**config.mk**
```make
export PLATFORM = sky130hd
export DESIGN_NAME = rv32i_hazard_ctrl
export DESIGN_NICKNAME = d
export VERILOG_FILES = /design/src/rtl/rv32i_hazard_ctrl.sv
export SDC_FILE = /design/constraint.sdc
export NUM_CORES = 1
export LEC_CHECK = 0
export ABC_AREA = 1
export CORE_MARGIN = 10
export CORE_UTILIZATION = 50
export CTS_CLUSTER_SIZE = 14
export DETAILED_ROUTE_END_ITERATION = 8
export MAX_ROUTING_LAYER = met4
export PLACE_DENSITY_LB_ADDON = 0.1
export SETUP_SLACK_MARGIN = 0.02
export SLEW_MARGIN = 30
export SYNTH_ARGS = -nofsm -noshare
export SYNTH_HDL_FRONTEND = slang
export SYNTH_SLANG_ARGS = --single-unit
```
**constraint.sdc**
```tcl
create_clock -name clk_i -period 2.75 [get_ports clk_i]
set_input_delay 0.55 -clock clk_i [delete_from_list [all_inputs] [get_ports clk_i]]
set_output_delay 0.55 -clock clk_i [all_outputs]
set_load 0.03 [all_outputs]
```
**src/rtl/rv32i_hazard_ctrl.sv**
```systemverilog
// RV32I 5-stage hazard controller: EX/MEM/WB destination tracking, interlock, flush and optional EX->op1 forwarding.
// Optional feature macro: HAZARD_BYPASS_EN enables forwarding of the EX-stage ALU result to rs1.
module rv32i_hazard_ctrl (
  input  logic       clk_i,
  input  logic       resetn_i,
  input  logic       dec_valid_i,
  input  logic [4:0] dec_rs1_i,
  input  logic [4:0] dec_rs2_i,
  input  logic       dec_use_rs1_i,
  input  logic       dec_use_rs2_i,
  input  logic [4:0] dec_rd_i,
  input  logic       dec_we_i,
  input  logic       dec_load_i,
  input  logic       redirect_i,
  output logic       stall_o,
  output logic       fetch_nop_o,
  output logic       dec_nop_o,
  output logic       rs1_byp_o,
  output logic [4:0] wb_rd_o,
  output logic       wb_we_o
);

  localparam int unsigned REG_W = 5;
  localparam int unsigned CNT_W = 2;
  localparam int unsigned NSTG  = 3;

  typedef struct packed {
    logic             valid;
    logic             we;
    logic [REG_W-1:0] rd;
    logic             load;
  } trk_t;

  trk_t             ex_q, ex_d, mem_q, mem_d, wb_q, wb_d;
  logic [CNT_W-1:0] flush_q, flush_d;
  logic [NSTG-1:0]  rs1_hit, rs2_hit;
  logic             byp_ok, hazard, active, stall_int, byp_int;
  logic             unused_load;

  function automatic logic stage_match(input trk_t e, input logic [REG_W-1:0] rs, input logic use_rs);
    return e.valid & e.we & (e.rd != '0) & (e.rd == rs) & use_rs;
  endfunction

  // Hazard detection: index 0 = EX, 1 = MEM, 2 = WB
  always_comb begin
    rs1_hit = {stage_match(wb_q, dec_rs1_i, dec_use_rs1_i),
               stage_match(mem_q, dec_rs1_i, dec_use_rs1_i),
               stage_match(ex_q, dec_rs1_i, dec_use_rs1_i)};
    rs2_hit = {stage_match(wb_q, dec_rs2_i, dec_use_rs2_i),
               stage_match(mem_q, dec_rs2_i, dec_use_rs2_i),
               stage_match(ex_q, dec_rs2_i, dec_use_rs2_i)};
`ifdef HAZARD_BYPASS_EN
    byp_ok = (rs1_hit == 3'b001) & ~ex_q.load;
`else
    byp_ok = 1'b0;
`endif
    hazard    = ((|rs1_hit) & ~byp_ok) | (|rs2_hit);
    active    = dec_valid_i & ~redirect_i;
    stall_int = active & hazard;
    byp_int   = active & ~hazard & byp_ok;
  end

  // Tracking shift and flush counter next state
  always_comb begin
    ex_d    = '0;
    mem_d   = ex_q;
    wb_d    = mem_q;
    flush_d = flush_q;
    if (dec_valid_i && !stall_int && !redirect_i) begin
      ex_d.valid = 1'b1;
      ex_d.we    = dec_we_i;
      ex_d.rd    = dec_rd_i;
      ex_d.load  = dec_load_i;
    end
    if (redirect_i) begin
      flush_d = CNT_W'(1);
    end else if (flush_q != '0) begin
      flush_d = flush_q - CNT_W'(1);
    end
  end

  always_ff @(posedge clk_i or negedge resetn_i) begin
    if (!resetn_i) begin
      ex_q    <= '0;
      mem_q   <= '0;
      wb_q    <= '0;
      flush_q <= '0;
    end else begin
      ex_q    <= ex_d;
      mem_q   <= mem_d;
      wb_q    <= wb_d;
      flush_q <= flush_d;
    end
  end

  // Redirect-driven outputs are masked so reset forces every output low
  assign stall_o     = stall_int;
  assign rs1_byp_o   = byp_int;
  assign dec_nop_o   = resetn_i & (stall_int | redirect_i);
  assign fetch_nop_o = resetn_i & (redirect_i | (flush_q != '0));
  assign wb_rd_o     = wb_q.rd;
  assign wb_we_o     = wb_q.valid & wb_q.we & (wb_q.rd != '0);

  // Load flag only matters while the entry sits in EX
  assign unused_load = ^{ex_q.load, mem_q.load, wb_q.load};

endmodule
```
==> metrics <==
H-tree levels=1; first-pass GRT wire length=4780 um; max-cap violation count=0; Combinational Power Share=0.241; Startpoint Class=input pin; critical path, cell by cell=clkdlybuf4s50_1, xnor2_1, nand2_1, nor2_1, nand2_1, nand3_2, nand2_4, nand2_2, nand2_2, a21oi_2, buf_4; Clock Latency Late Sink=0.31 ns; Post-Syn Nets=187; TritonRoute pass-1 iters=4; result of the run=finished, final reports clean; Crit Path Class=input pin to output pin; Post-Synth Adder-Cell Area=0.00909; endpoints failing setup=0; Worst path max stage delay=0.56 ns; Synth area leaders=dfrtp_1 (42%), xor2_1 (10%), nand2_1 (8.7%); sequential share of power=0.537; Max clock buf depth=2; syn avg cell area=8.44 sq um; Worst Hold Class=flip-flop to flip-flop; Final period util=0.934; Worst setup EP type=output pin; Switching Fraction=0.302; CP delay by family, top=buffers and inverters; CTS Buf Count=3; most frequent cell after synthesis=nand2_1; cell count after synthesis=163; Post-Synth XOR/XNOR Area=0.146; CP max FO=3; CP arrival=2.02 ns; PortBufs=30; CTS root buf=clkbuf_4; main combinational cell family by area after synthesis=simple AND/OR/NAND/NOR gates; internal power=0.000494 W; fillers=212; highest-delay cell along the critical path=clkdlybuf4s50_1; Post-Syn Area=1380 sq um; VDD IR max=0.000338 V; iteration-0 DRC count of the detailed router=33; top cell type by total area after synthesis=dfrtp_1; Final Hold Fails=0; Rows=18; Synth Area in Compound Gates=0.0191; Vias/cell=4.76; Starting Density=0.541; I/O Pins=33; Power Dens Cells=414 nW/um^2; die area=5250 sq um; WL final=2870 um; DR vias=1057; Final Max Slew Viols=0; worst setup margin=0.182 ns; Syn-to-layout area delta=24.2%; Final min period=2.57 ns; DP Worst Slack=0.0919 ns; switching power=0.000214 W; post-synthesis register bit count=23; Synth cell types=24; post-synth top area share=0.418; CTS tree=done; GPL Wtd Cong=0.815; initial antenna violation count=0; HPWL Detailed=2410 um; largest net degree at the start of global routing=24; most frequent cells after synthesis=nand2_1 (32), dfrtp_1 (23), inv_1 (23); # clock sinks=23; total gr overflow=0; Worst Path Required=2.20 ns; Yosys warnings=0; RSZ-0062 raised after global routing=no; n_diodes=0; Clock transition at path regs=0.12 ns; Post-DRT Antenna Nets=0; post-route clock skew=0.000732 ns; Clock power frac=0.222; Die H=72.5 um; core area=2540 sq um; layout net count=217; GRT Overall Usage=0.115; LEAKAGE=0.958 nW; Seq/Total Area, Yosys=0.418; total negative slack=0 ns; vias in the first global route=1081; ys async rst share=1.00; Wirelength per Cell=12.9 um; ys flop type=dfrtp_1; fmax=0.389 GHz; DRC=0; Die X=72.5 um; share of post-route cells with drive strength above 1=0.172; CP bufs+invs=2; post-synthesis mux area share=0; post-synthesis simple-gate area fraction=0.293; Post-synth EDFFs=0
-- worst reg2reg max path, delay by kind of cell, from the launching register on --
kind             cells  cell delay, ns
DFF                  1            0.45
and+or+nand+nor      9            0.87
-- worst paths after layout --
kind                                     from              endpoint  slack [ns]  cells past startpoint
setup / recovery                 dec_rs1_i[4]             dec_nop_o        0.18                     11
hold / removal             mem_q[7]$_DFF_PN0_     wb_q[7]$_DFF_PN0_        0.39                      0
setup reg to reg            ex_q[1]$_DFF_PN0_     ex_q[1]$_DFF_PN0_        1.38                      9
hold reg to reg            mem_q[7]$_DFF_PN0_     wb_q[7]$_DFF_PN0_        0.39                      0
max in group asynchronous            resetn_i  wb_rd_o[3]$_DFF_PN0_        1.89                      2
min in group asynchronous            resetn_i     ex_q[1]$_DFF_PN0_        0.64                      2
-- flip-flops by register name, summed over array words and instances (netlist names) --
register  count
flush_q       2
wb_rd_o       5
mem_q         7
ex_q          7
wb_q          2
-- power groups by stage --
stage	registers, W	logic, W	clock network [W]
floorplan	0.000382	0.000103	0
global placement	0.000385	0.000164	0
detailed placement	0.000387	0.000173	0
CTS	0.000380	0.000174	0.000163
global route	0.000384	0.000191	0.000173
finish	0.000380	0.000171	0.000157
-- per-layer routing --
| layer | wire (um) | track usage | share of wire | vias to the layer above |
|---|---|---|---|---|
| li1 | - | - | - | 533 |
| met2 | 1530 | 0.202 | 0.53 | 26 |
| met5 | 0 | - | 0 | - |
| met3 | 146 | 0.0313 | 0.051 | 5 |
| met1 | 1150 | 0.122 | 0.40 | 493 |
| met4 | 41 | 0.0380 | 0.014 | 0 |
-- cells by family after synthesis --
kind of cell,count (synthesis)
adders and majority gates,1
xor gates and xnor gates,23
and+or+nand+nor,76
DFF,23
AOI/OAI and AO/OA,4
other,1
buffers and inverters,35
-- cells in the final DEF (no fill, tap or decap), types with 2 or more instances in the layout --
master	synthesis	routed
nand3b_1	3	3
xnor2_1	7	7
nand2_4	2	2
inv_1	23	23
buf_4	6	4
nand2_2	3	3
dlymetal6s2s_1	0	5
dfrtp_1	23	23
nand2_1	32	32
nor2_2	7	7
clkdlybuf4s50_1	0	22
xor2_1	16	16
nand3_2	5	5
clkbuf_4	0	3
inv_2	5	5
nor2_1	19	19
nand3_1	2	2
-- metrics by stage --
stage	total power, W	utilization	cells	hold WS [ns]	area, sq um
after floorplan	0.000485	-	163	0.254	1380
final	0.000707	0.672	222	0.386	1710
after global routing	0.000747	0.672	222	0.405	1710
after detailed placement	0.000560	0.656	218	0.359	1670
after CTS	0.000717	0.667	222	0.393	1700
after global placement	0.000549	0.656	218	0.356	1670
-- cell type report --
class | instances | area, sq um | area share
multi-input cells | 105 | 647 | 0.378
flip-flops and latches | 23 | 576 | 0.337
repair buffers | 31 | 313 | 0.183
inverters | 29 | 109 | 0.0637
well taps | 30 | 37.5 | 0.0220
clock buffers | 3 | 22.5 | 0.0132
clock inverters | 1 | 5.00 | 0.00293
-- timing repair --
action                                 in CTS  in global routing
endpoints found under the hold margin       0                  0
setup endpoints to repair                   0                  1
resized for setup                           0                  5
hold buffers                                0                  0
setup buffers                               0                  0
Note: power is estimated with default switching activity, not from simulation.
